**src/rtl/decode_stage.sv**
```systemverilog
// rtl/decode_stage.sv - instruction decode stage with one-entry output register and HALT FSM
// Optional register-busy scoreboard with hazard stalling: define DECODE_SCOREBOARD_EN.
module decode_stage (
  input  logic        CLK,
  input  logic        RST_N,
  input  logic        IN_VALID,
  output logic        IN_READY,
  input  logic [31:0] IN_INSTR,
  output logic        OUT_VALID,
  input  logic        OUT_READY,
  output logic [4:0]  SR1,
  output logic [4:0]  SR2,
  output logic [4:0]  DR,
  output logic        RegW,
  output logic [31:0] IMM,
  output logic [5:0]  OPC,
  output logic        ILL,
  output logic        HLT,
  input  logic        WB_EN,
  input  logic [4:0]  WB_DR
);

  localparam logic [5:0] OP_RTYPE = 6'h00;
  localparam logic [5:0] OP_ADDI  = 6'h08;
  localparam logic [5:0] OP_LW    = 6'h23;
  localparam logic [5:0] OP_SW    = 6'h2B;
  localparam logic [5:0] OP_BEQ   = 6'h04;
  localparam logic [5:0] OP_HALT  = 6'h3F;

  typedef enum logic [1:0] {RUN, DRAIN, HALTED} state_t;

  state_t      state;
  logic [5:0]  d_opc;
  logic [4:0]  d_dr;
  logic        d_wr;
  logic        d_regw;
  logic        d_ill;
  logic        d_halt;
  logic        hazard;
  logic        accept;
  logic        consume;

  assign d_opc = IN_INSTR[31:26];

  always_comb begin
    d_dr   = 5'd0;
    d_wr   = 1'b0;
    d_ill  = 1'b0;
    d_halt = 1'b0;
    case (d_opc)
      OP_RTYPE: begin
        d_dr = IN_INSTR[15:11];
        d_wr = 1'b1;
      end
      OP_ADDI, OP_LW: begin
        d_dr = IN_INSTR[20:16];
        d_wr = 1'b1;
      end
      OP_SW, OP_BEQ: ;
      OP_HALT: d_halt = 1'b1;
      default: d_ill = 1'b1;
    endcase
  end

  // r0 is never a real write target, so it never claims a busy bit.
  assign d_regw = d_wr && (d_dr != 5'd0);

`ifdef DECODE_SCOREBOARD_EN
  logic [31:0] busy;
  logic [31:0] busy_nxt;
  logic        rd_sr1;
  logic        rd_sr2;

  assign rd_sr1 = !d_ill && !d_halt;
  assign rd_sr2 = (d_opc == OP_RTYPE) || (d_opc == OP_SW) || (d_opc == OP_BEQ);

  // Hazard looks only at registered busy bits; a same-cycle writeback is not bypassed.
  assign hazard = (rd_sr1 && busy[IN_INSTR[25:21]]) ||
                  (rd_sr2 && busy[IN_INSTR[20:16]]) ||
                  (d_regw && busy[d_dr]);

  // Set is applied after clear so a new writer of the same register wins.
  always_comb begin
    busy_nxt = busy;
    if (WB_EN && (WB_DR != 5'd0))
      busy_nxt[WB_DR] = 1'b0;
    if (accept && d_regw)
      busy_nxt[d_dr] = 1'b1;
  end

  always_ff @(posedge CLK) begin
    if (!RST_N)
      busy <= '0;
    else
      busy <= busy_nxt;
  end
`else
  logic unused_wb;

  assign hazard    = 1'b0;
  assign unused_wb = WB_EN ^ (^WB_DR);
`endif

  assign IN_READY = (state == RUN) && (!OUT_VALID || OUT_READY) && !hazard;
  assign accept   = IN_VALID && IN_READY;
  assign consume  = OUT_VALID && OUT_READY;

  always_ff @(posedge CLK) begin
    if (!RST_N) begin
      state     <= RUN;
      OUT_VALID <= 1'b0;
      SR1       <= 5'd0;
      SR2       <= 5'd0;
      DR        <= 5'd0;
      RegW      <= 1'b0;
      IMM       <= 32'd0;
      OPC       <= 6'd0;
      ILL       <= 1'b0;
      HLT       <= 1'b0;
    end else begin
      if (accept) begin
        OUT_VALID <= 1'b1;
        OPC       <= d_opc;
        SR1       <= IN_INSTR[25:21];
        SR2       <= IN_INSTR[20:16];
        DR        <= d_dr;
        RegW      <= d_regw;
        IMM       <= {{16{IN_INSTR[15]}}, IN_INSTR[15:0]};
        ILL       <= d_ill;
      end else if (consume) begin
        OUT_VALID <= 1'b0;
      end
      case (state)
        RUN: begin
          if (accept && d_halt) begin
            state <= DRAIN;
            HLT   <= 1'b1;
          end
        end
        DRAIN: begin
          if (consume)
            state <= HALTED;
        end
        default: state <= HALTED;
      endcase
    end
  end

endmodule

```
**config.mk**
```make
export PLATFORM = sky130hd
export DESIGN_NAME = decode_stage
export DESIGN_NICKNAME = d
export VERILOG_FILES = /design/src/rtl/decode_stage.sv
export SDC_FILE = /design/constraint.sdc
export NUM_CORES = 1
export LEC_CHECK = 0
export ABC_AREA = 0
export ABC_CLOCK_PERIOD_IN_PS = 1600
export CAP_MARGIN = 30
export CORE_ASPECT_RATIO = 0.6
export CORE_MARGIN = 4
export CORE_UTILIZATION = 39
export CTS_BUF_LIST = sky130_fd_sc_hd__clkbuf_8 sky130_fd_sc_hd__clkbuf_16
export DETAILED_ROUTE_END_ITERATION = 10
export PLACE_DENSITY = 0.84
export SLEW_MARGIN = 15
export SYNTH_ARGS = -nofsm -noshare
export SYNTH_HDL_FRONTEND = slang
export SYNTH_SLANG_ARGS = --single-unit
```
**constraint.sdc**
```tcl
create_clock -name CLK -period 1.6 [get_ports CLK]
set_clock_uncertainty 0.05 [all_clocks]
set_input_delay 0.24 -clock CLK [delete_from_list [all_inputs] [get_ports CLK]]
set_output_delay 0.24 -clock CLK [all_outputs]
set_load 0.01 [all_outputs]
```
-- Word-level counts from Yosys, hierarchy flattened
Cells that the tools add are included.
- output and inout port bits: 58
- bits of input ports: 42
- latch bits: 0
- memories: 0
- memory bits (writable): 0
- bits in read-only memories: 0
- word-level logic and storage cells: 43
- register bits after elaboration: 43
- shift-type cells: 0
- equality and inequality tests: 8
- reductions and logical operators: 16
- multiplexer cells: 9
- add/sub/neg operators: 0
- bitwise gates (word level): 0
- magnitude comparators: 0
- multiply operators: 0
- divide/modulo/power cells: 0
- operators by type and width (operator ; number):
    == test 6 bit, second input constant ; 3
    one-hot mux 5 bit (2 select lines) ; 1
    == test 6 x 3 -> 1 bit, second input constant ; 1
    == test 6 x 4 -> 1 bit, second input constant ; 1
    logical NOT 6 bit ; 1
    OR reduction 6 bit ; 1
    logical AND 1 bit ; 5
    two-way mux 1 bit ; 5
    nonzero test 5 bit ; 1
    two-way mux 2 bit ; 2
    one-hot mux 2 bit (2 select lines) ; 1
    AND reduction 2 bit ; 2
    OR reduction 3 bit ; 1
    == test 2 x 1 -> 1 bit, second input constant ; 1
    logical NOT 2 bit ; 1
    != test 2 x 1 -> 1 bit, second input constant ; 1
    != test 2 bit, second input constant ; 1
    nonzero test 2 bit ; 1
    OR reduction 2 bit ; 1
    logical NOT 1 bit ; 1
    logical OR 1 bit ; 1

-- Longest topological paths before layout
Gate-level depths: netlist (run 1).
- depth in word-level cells: 7
- gate-level depth with buffers: 6
- gate-level depth less buffers: 4

-- Least setup slack after synthesis (run 1)
Ideal clock, no wire load.
- path type: reg-to-reg
- start point: register OUT_VALID
- end point: register DR[0]
- library setup time: 0.123 ns
- data arrival time: 1.157 ns
- path buffers: 2
- cell stages (with the launch flop): 7
- path slack: 0.271 ns
- period minus slack after synthesis: 1.329 ns
- data required time: 1.427 ns
- cells stage by stage: dfxtp_1 > nand2b_1 > and3_1 > buf_4 > buf_4 > o21ai_0 > nor2_1
- word-level cells in the longest chain between the ends: 4
- ends and longest elaborated chain (what ; line ; text):
    from (decl) ; 9 ; output logic OUT_VALID,
    from (signal assigned) ; 111 ; OUT_VALID <= 1'b0;
    from (signal assigned) ; 122 ; OUT_VALID <= 1'b1;
    from (signal assigned) ; 131 ; OUT_VALID <= 1'b0;
    logical NOT 1 bit ; 104 ; assign IN_READY = (state == RUN) && (!OUT_VALID || OUT_READY) && !hazard;
    logical OR 1 bit ; 104 ;
    logical AND 1 bit ; 104 ;
    logical AND 1 bit ; 105 ; assign accept = IN_VALID && IN_READY;
    to (signal assigned) ; 126 ; DR <= d_dr;
    to (decl) ; 13 ; output logic [4:0] DR,
Every way passes these cells.
A chain may end at the register's enable or synchronous reset.

-- Final worst setup path (run 1)
- start point: input port OUT_READY
- end point: output port IN_READY
- word-level cells in the longest chain between the ends: 2
- ends and longest elaborated chain (what ; line ; text):
    from (decl) ; 10 ; input logic OUT_READY,
    logical OR 1 bit ; 104 ;
    logical AND 1 bit ; 104 ;
    to (decl) ; 7 ; output logic IN_READY,
Every way passes these cells.

==> results of run 1 <==
[registers in the layout (all words and copies together), names as in the netlist]
register   count
RegW           1
ILL            1
state          2
OPC            6
HLT            1
OUT_VALID      1
SR2            5
IMM           16
SR1            5
DR             5
[cell type report]
class | instances | area [sq um]
clock inverter | 1 | 5.00
tap | 63 | 78.8
fill | 412 | 1640
inverter | 1 | 3.75
multi-input combinational | 143 | 805
clock buffer | 6 | 82.6
timing repair buffer | 111 | 1090
sequential | 43 | 861
[layer usage]
metal,up-vias,global-route usage
met4,0,0.0619
met5,-,0
met3,4,0.0879
met1,810,0.224
met2,64,0.257
li1,885,-
[kinds of logic after synthesis]
kind of cell | count (synthesis) | synth area share
simple gates | 88 | 0.208
compound gates | 55 | 0.223
flops | 43 | 0.469
buf+inv | 29 | 0.100
[worst register-to-register path: stages (launching register included)]
cell	delay, ns
dfxtp_1	0.34
nand2b_1	0.12
buf_4	0.13
nand3_2	0.10
buf_4	0.20
a221oi_1	0.26
nor2_1	0.08
[stage by stage]
stage           util  setup WS, ns  setup TNS (ns)
2_1_floorplan      -         0.271               0
3_3_place_gp   0.622        -0.190           -4.96
3_5_place_dp   0.622        -0.265           -6.85
4_1_cts        0.636        0.0285               0
5_1_grt        0.640       0.00745               0
6_report       0.640        0.0407               0
[where the power goes]
part | switching (W) | internal, W
sequential | 0.0000327 | 0.00114
combinational | 0.000233 | 0.000309
clock | 0.000344 | 0.000339
total | 0.000610 | 0.00178
[path summary, 6_finish.rpt]
path | from | cells after the start | to | slack [ns]
setup / recovery | OUT_READY | 4 | IN_READY | 0.04
hold / removal | SR1[3] | 2 | SR1[3] | 0.41
setup reg to reg | OUT_VALID | 6 | DR[0] | 0.20
hold reg to reg | SR1[3] | 2 | SR1[3] | 0.41
[Yosys cell counts]
master and instances:
nand2_1 66, nor2_4 1, a211oi_1 1, and2_1 1, buf_4 18, nor2b_1 1
o21a_1 3, or3_4 2, a221oi_1 5, nand2b_1 1, o22ai_4 1, or4_1 1
a31oi_1 1, nor2_1 7, clkbuf_1 4, inv_1 1, o2111ai_1 1, or3b_4 1
o21ai_1 1, and3_1 1, buf_2 6, nand3_1 4, a21boi_1 7, dfxtp_1 43
nor3_1 2, o21ai_0 6, a211o_1 1, a21boi_0 26, a21oi_1 2
[placed cells by master, fill, tap and decap left out, drive strengths merged]
cell type / instances
or3: 2
a21oi: 2
or3b: 1
a31oi: 1
clkbuf: 6
o2111ai: 1
dfxtp: 43
or4: 1
a221oi: 5
inv: 1
nand3: 4
o21ai: 7
and2: 1
o21a: 3
dlymetal6s2s: 1
nor2: 8
nor2b: 1
nand2: 66
clkdlybuf4s50: 74
nor3: 2
dlygate4sd2: 18
nand2b: 1
o22ai: 1
clkinv: 1
buf: 18
and3: 1
a211oi: 1
a211o: 1
a21boi: 33
[timing repair]
item,CTS,global route
gates resized for setup,18,5
hold endpoints to repair,0,0
endpoints found under the setup margin,18,14
setup buffers,0,0
==> impl_metrics.csv, run 1 <==
group,metric,value,unit
route,routed_wl,5110,um
placed_design,portBuffers,93,
grt,antenna_found_initial,0,
finish,fin_cells,368,
critical_path,arrival,1.27,ns
critical_path,slowest_stage,"clkdlybuf4s50_1",
timing,period_share,0.975,
finish,layout-drive-gt1-share,0.108,
grt,grt_pass1_vias,1648,
die,die_area,5910,sq um
finish,final_area,2920,sq um
clock_network,cts.sinks,43,
clock_network,ctsHtreeMaxLevel,2,
clock_network,cts-root-buf,"clkbuf_8",
clock_network,numCtsBuffers,5,
timing,slew_violations,0,
yosys,ys_types,29,
critical_path,startpoint_type,"input pin",
route,met1Wirelength,2320,um
pwr,leakagePower,1.17,nW
grt,grt_pass1_wl,7840,um
critical_path,path_class,"input pin to output pin",
route,wire_per_inst,13.9,um
placed_design,dp_hpwl,3700,um
timing,period_needed,1.56,ns
pwr,ir_drop,0.559,mV
route,via_count,1763,
flow_run,maxCapViolations,0,
hold_path,hold_path_class,"register to register",
timing,hold-worst-slack,0.408,ns
route,drt_first_pass_iters,4,
route,drt-initial-drc-count,78,
yosys,synthCells,215,
grt,grt.total_usage,0.175,
clock_network,clock_latency,0.29,ns
route,vias_per_cell,4.79,
clock_network,cts_tree,"done",
timing,clock.fmax,641,MHz
critical_path,cp.required,1.31,ns
yosys,synthesis.area,1840,sq um
pwr,powerDensity,819,nW/um^2
timing,finalHoldViolCount,0,
die,die_x,96.6,um
die,die_y,61.2,um
clock_network,cts_max_path_buffers,2,
yosys,yosysWarnings,0,
critical_path,worstPathMaxFanout,3,
placed_design,dp_cells,361,
run_status,status,"finished, final reports clean",
critical_path,crit_buf_inv,2,
grt,grt_max_degree,45,
placed_design,post_dp_cell_area,2840,sq um
yosys,synth_area_leaders,"dfxtp_1 (47%), nand2_1 (13%), a21boi_0 (11%)",
timing,grt_setup_unrepaired,"no",
route,postRouteAntennaNets,0,
placed_design,routabilityCongestion,0.774,
finish,antenna_cells,0,
die,core_area,4560,sq um
timing,slew_headroom,0.812,
finish,areaGrowthSynthToFinish,59.1,%
yosys,synth_fp_nets,257,
finish,fin_nets,347,
die,ios,100,
critical_path,crit_chain,"clkdlybuf4s50_1 -> nand2b_1 -> and2_1 -> dlygate4sd2_1",
pwr,fin_total_pwr,0.00239,W
critical_path,cpPeakStageDelay,0.42,ns
yosys,syn_avg_cell_area,8.54,sq um
route,top_layer,"met4",
yosys,synth_seq_cells,43,
die,placementRows,19,
grt,grt.overflow.total,0,
timing,worst_pin_slew,0.283,ns
route,dr_wl_met3,596,um
die,start_util,0.402,
route,drc,0,
route,met2_length,2140,um
yosys,synth_top_area_frac,0.469,
timing,setup_viol,0,
clock_network,clk_pin_slew,0.08,ns
yosys,yosysSeqAreaShare,0.469,
critical_path,cpLargestDelayFamily,"buffers and inverters",
yosys,yosysTopAreaCell,"dfxtp_1",
clock_network,holdBufCountCts,0,
critical_path,crit_path_end_kind,"output pin",
Note: power is estimated with default switching activity, not from simulation.
==> run 2: changes to the inputs <==
--- a/config.mk
+++ b/config.mk
@@ -8,5 +8,5 @@
 export ABC_AREA = 0
 export ABC_CLOCK_PERIOD_IN_PS = 1600
-export CAP_MARGIN = 30
+export CAP_MARGIN = 40
 export CORE_ASPECT_RATIO = 0.6
 export CORE_MARGIN = 4
--- a/constraint.sdc
+++ b/constraint.sdc
@@ -3,3 +3,3 @@
 set_input_delay 0.24 -clock CLK [delete_from_list [all_inputs] [get_ports CLK]]
 set_output_delay 0.24 -clock CLK [all_outputs]
-set_load 0.01 [all_outputs]
+set_load 0.05 [all_outputs]
==> run 2 against run 1 <==
  * Sequential power is essentially flat
  * Cell count grew 0.27%
  * First-iteration DRC count shrank 29%
  * Combinational power grew 64%
  * Register-to-register slack gained 0.06 ns
  * Critical path depth grew 1
  * Non-clock buffer count is the same
  * Critical path type is now input pin to register
  * Flip-flop and latch count is the same
  * Largest power group unchanged
  * Die area is the same
  * Routed wire length grew 1.1%
  * Maximum frequency grew 1.5%
==> impl_metrics.csv, run 2 (synthesized netlist as in run 1, its figures left out) <==
group,metric,value,unit
finish,layout-drive-gt1-share,0.291,
placed_design,dp_hpwl,3970,um
route,drt_first_pass_iters,4,
critical_path,cp.required,1.78,ns
finish,mostFrequentLayoutCells,"nand2_1 (66), buf_4 (54), dfxtp_1 (42)",
timing,slew_headroom,0.812,
finish,top_register,"IMM",
pwr,ir_drop,0.516,mV
clock_network,ctsHtreeMaxLevel,2,
pwr,p_sw_frac,0.340,
clock_network,clock_latency,0.29,ns
placed_design,pre_cts_ws,-0.215,ns
grt,antenna_found_initial,0,
clock_network,cts_setup_buffers,0,
critical_path,cpPeakStageDelay,0.49,ns
route,via_count,1790,
die,placementRows,19,
critical_path,crit_path_end_kind,"register",
clock_network,cts.sinks,43,
critical_path,r2r-start,"state[1]",
finish,fin_nets,347,
critical_path,startpoint_type,"input pin",
placed_design,portBuffers,93,
critical_path,crit_buf_inv,1,
critical_path,crit_path_start,"IN_INSTR[27]",
clock_network,cts-root-buf,"clkbuf_8",
timing,setup_viol,0,
die,ios,100,
route,postRouteAntennaNets,0,
pwr,leakagePower,1.25,nW
die,core_area,4560,sq um
timing,period_needed,1.54,ns
grt,grt_max_degree,45,
grt,grt_pass1_vias,1758,
placed_design,dp_cells,361,
timing,clock.fmax,651,MHz
pwr,p_int,0.00180,W
placed_design,routabilityCongestion,0.750,
clock_network,cts_tree,"done",
die,die_x,96.6,um
grt,grt_pass1_wl,8160,um
grt,grt.overflow.total,0,
critical_path,path_class,"input pin to register",
finish,fillers,389,
route,routed_wl,5160,um
route,wire_per_inst,14.0,um
flow_run,maxCapViolations,0,
die,start_util,0.402,
finish,multi_input_area,792,sq um
finish,areaGrowthSynthToFinish,64.3,%
finish,antenna_cells,0,
critical_path,arrival,1.72,ns
timing,worst_slack,0.0642,ns
critical_path,cpLargestDelayFamily,"simple AND/OR/NAND/NOR gates",
critical_path,crit_chain,"clkdlybuf4s50_1 -> or3_4 -> o22ai_4 -> a221oi_1 -> nor2_1",
route,vias_per_cell,4.85,
hold_path,hold_path_class,"register to register",
grt,grt.total_usage,0.184,
timing,period_share,0.960,
die,die_y,61.2,um
pwr,p_sw,0.000927,W
die,die_area,5910,sq um
timing,tns,0,ns
finish,largest_reg_flops,16,
finish,register_area,862,sq um
run_status,status,"finished, final reports clean",
timing,hold-worst-slack,0.408,ns
clock_network,numCtsBuffers,5,
critical_path,r2r_setup_slack,0.26,ns
finish,fin_cells,369,
pwr,p_comb_frac,0.326,
finish,reg_top3,"IMM (16), OPC (6)",
pwr,fin_total_pwr,0.00273,W
timing,grt_setup_unrepaired,"no",
hold_path,hp-start,"OPC[0]",
route,drt-initial-drc-count,55,
timing,finalHoldViolCount,0,
critical_path,worstPathMaxFanout,6,
route,drc,0,
pwr,clockPowerShare,0.244,
pwr,power_frac_seq,0.430,
clock_network,clk_pin_slew,0.08,ns
pwr,powerDensity,903,nW/um^2
timing,worst_pin_slew,0.281,ns
timing,slew_violations,0,
finish,final_common_cell,"nand2_1",
critical_path,slowest_stage,"clkdlybuf4s50_1",
clock_network,cts_max_path_buffers,2,
clock_network,ctsResizeCount,0,
clock_network,holdBufCountCts,0,
==> run 2: changes by cell type in the layout (fill, tap and decap cells not counted), sizes merged <==
cell and change:
dlymetal6s2s -1, clkdlybuf4s50 -39, clkbuf -1, inv +1, buf +58, clkinvlp +1
dlygate4sd2 -18
==> run 2: final timing paths <==
kind,cells after the start,endpoint
worst min register to register,2,OPC[0]
worst max-delay path,5,DR[2]
worst max register to register,5,DR[3]
worst min-delay path,2,OPC[0]
==> run 2: layer usage <==
metal	share of wire	routed length [um]	GRT usage
met1	0.42	2160	0.217
met2	0.44	2270	0.287
met3	0.13	686	0.109
met4	0.010	53	0.0519
met5	0	0	0
==> run 2: per-stage QoR <==
step	util	cell area, sq um
2_1_floorplan	-	1840
3_3_place_gp	0.643	2930
3_5_place_dp	0.643	2930
4_1_cts	0.661	3020
5_1_grt	0.661	3020
6_report	0.661	3020
==> run 2: cell type report <==
| type | count | share of cell area |
|---|---|---|
| Tap cell | 63 | 0.0261 |
| Timing Repair Buffer | 111 | 0.396 |
| Inverter | 1 | 0.00124 |
| Sequential cell | 43 | 0.286 |
| Clock inverter | 3 | 0.00539 |
| Multi-Input combinational cell | 143 | 0.262 |
| Clock buffer | 5 | 0.0228 |
==> run 2: power groups by stage <==
| stage | logic [W] | registers (W) | clock network [W] |
|---|---|---|---|
| global placement | 0.000883 | 0.00119 | 0 |
| detailed placement | 0.000893 | 0.00120 | 0 |
| CTS | 0.000895 | 0.00117 | 0.000682 |
| finish | 0.000888 | 0.00117 | 0.000666 |
| global route | 0.000938 | 0.00118 | 0.000730 |
| floorplan | 0.000277 | 0.00142 | 0 |
==> run 2: worst reg2reg max path, stage by stage, from the launching register on <==
cell and delay, ns:
dfxtp_1 0.33, nor2_1 0.15, nand3_1 0.15, buf_4 0.21
a221oi_1 0.26, nor2_1 0.08
==> run 3: changes to the inputs <==
- ABC_CLOCK_PERIOD_IN_PS: 1600 -> 1500
- CTS_BUF_LIST: sky130_fd_sc_hd__clkbuf_8 sky130_fd_sc_hd__clkbuf_16 -> not set
- PLACE_DENSITY: 0.84 -> 0.88
- clock period: 1.6 -> 1.5 ns (I/O delays scaled with it)
==> run 3 against run 2 <==
  * Cell count up 1.1%
  * Cell area rose by 14%
  * Die area stayed put
  * Sequential power rose by 9%
  * Sequential share of layout area down 3.5 points
  * Utilization grew 9.3 points
  * Register-to-register slack got worse by 0.17 ns
  * Non-clock buffer count is 5 higher
  * Critical path depth is the same
  * Power is 19% higher
  * Clock power rose by 31%
  * Combinational power is 23% higher
==> impl_metrics.csv, run 3 (synthesized netlist as in run 1, its figures left out) <==
group,metric,value,unit
critical_path,startpoint_type,"input pin",
finish,multi_input_area,796,sq um
placed_design,portBuffers,93,
route,drc,0,
run_status,status,"finished, final reports clean",
placed_design,pre_cts_ws,-0.304,ns
hold_path,hold_path_class,"input pin to register",
route,vias_per_cell,4.89,
finish,mostFrequentLayoutCells,"nand2_1 (66), buf_12 (51), dfxtp_1 (42)",
clock_network,clk_pin_slew,0.08,ns
placed_design,routabilityCongestion,0.793,
critical_path,r2r-start,"state[1]",
finish,reg_top3,"IMM (16), OPC (6)",
timing,clock.fmax,692,MHz
timing,setup_viol,0,
pwr,powerDensity,940,nW/um^2
clock_network,ctsHtreeMaxLevel,2,
clock_network,numCtsBuffers,5,
critical_path,r2r_setup_slack,0.09,ns
timing,period_share,0.964,
pwr,p_sw_frac,0.315,
hold_path,holdPathStages,4,
flow_run,maxCapViolations,0,
finish,areaGrowthSynthToFinish,87.5,%
grt,grt_max_degree,45,
timing,worst_slack,0.0544,ns
pwr,power_frac_seq,0.394,
finish,top_register,"IMM",
hold_path,hold_end,"OPC[4]",
timing,slew_headroom,0.802,
critical_path,cpLargestDelayFamily,"simple AND/OR/NAND/NOR gates",
grt,grt_pass1_vias,1863,
placed_design,post_dp_cell_area,3330,sq um
pwr,leakagePower,1.39,nW
route,wire_per_inst,15.7,um
finish,fin_cells,373,
clock_network,cts-root-buf,"clkbuf_8",
die,core_area,4560,sq um
timing,worst_pin_slew,0.295,ns
die,ios,100,
pwr,clockPowerShare,0.269,
die,die_y,61.2,um
critical_path,worstPathMaxFanout,6,
grt,grt_pass1_wl,8970,um
grt,grt.total_usage,0.203,
finish,fillers,319,
route,routed_wl,5840,um
critical_path,cpPeakStageDelay,0.44,ns
placed_design,dp_cells,366,
critical_path,reg2reg_depth,5,
critical_path,arrival,1.63,ns
route,drt_first_pass_iters,4,
finish,antenna_cells,0,
grt,antenna_found_initial,0,
grt,grt.overflow.total,0,
timing,period_needed,1.45,ns
critical_path,cp.required,1.68,ns
critical_path,path_class,"input pin to register",
pwr,p_comb_frac,0.336,
pwr,p_sw,0.00102,W
pwr,fin_total_pwr,0.00324,W
critical_path,crit_path_end_kind,"register",
clock_network,cts.sinks,43,
die,die_x,96.6,um
timing,slew_violations,0,
finish,layout-drive-gt1-share,0.306,
placed_design,dp_hpwl,4460,um
finish,largest_reg_flops,16,
hold_path,hp-start,"IN_INSTR[30]",
critical_path,timing.rr.end,"state[0]",
finish,final_area,3440,sq um
die,placementRows,19,
timing,finalHoldViolCount,0,
clock_network,clock_latency,0.30,ns
pwr,p_int,0.00222,W
finish,utilization,0.754,
route,drt-initial-drc-count,66,
finish,fin_nets,352,
route,via_count,1825,
finish,final_common_cell,"nand2_1",
clock_network,cts_tree,"done",
die,start_util,0.402,
critical_path,crit_buf_inv,1,
die,die_area,5910,sq um
critical_path,slowest_stage,"or3_4",
route,postRouteAntennaNets,0,
finish,register_area,862,sq um
critical_path,crit_chain,"clkdlybuf4s50_1 -> or3_4 -> o22ai_4 -> a221oi_1 -> nor2_1",
pwr,ir_drop,0.678,mV
clock_network,cts_max_path_buffers,2,
run 3: through the flow:
step	setup TNS (ns)	hold WS [ns]
finish	0	0.377
global route	-0.00970	0.364
CTS	0	0.411
detailed placement	-7.84	0.400
global placement	-6.56	0.394
floorplan	0	0.310
run 3: area by class of cell:
type / count / share of cell area
clock buffer: 6 / 0.0211
clock inverter: 1 / 0.00872
inverter: 1 / 0.00109
multi-input combinational: 143 / 0.231
sequential: 43 / 0.250
tap: 63 / 0.0229
timing repair buffer: 116 / 0.465
run 3: worst max path at each step:
stage            startpoint      end  cells after the start
2_1_floorplan       IMM[15]  IMM[16]                      1
3_3_place_gp   IN_INSTR[28]    DR[1]                      5
3_5_place_dp   IN_INSTR[29]    DR[1]                      5
4_1_cts        IN_INSTR[30]    DR[1]                      5
5_1_grt           OUT_READY    DR[4]                      6
6_report       IN_INSTR[27]    DR[1]                      5
run 3: routing by layer:
layer	global-route usage	vias up	part of all wire
li1	-	891	-
met1	0.229	861	0.39
met2	0.354	64	0.51
met3	0.0989	9	0.094
met4	0.0459	0	0.011
met5	0	-	0
run 3: power by group through the flow:
stage	clock network [W]	logic (W)	registers (W)
2_1_floorplan	0	0.000296	0.00152
3_3_place_gp	0	0.00107	0.00130
3_5_place_dp	0	0.00109	0.00130
4_1_cts	0.000890	0.00109	0.00128
5_1_grt	0.000950	0.00114	0.00128
6_report	0.000873	0.00109	0.00128
run 3: tightest hold or removal path, cell delays in order:
cell and delay, ns:
dlymetal6s2s_1 0.18, buf_4 0.16, nand2_1 0.05, a21boi_0 0.06
run 3: repair_timing:
| item | CTS | global route |
|---|---|---|
| pin swaps | 1 | 1 |
| hold buffers | 0 | 0 |
| gates cloned | 0 | 0 |
| resized for setup | 2 | 5 |
| setup buffers | 0 | 0 |
| setup endpoints to repair | 1 | 13 |
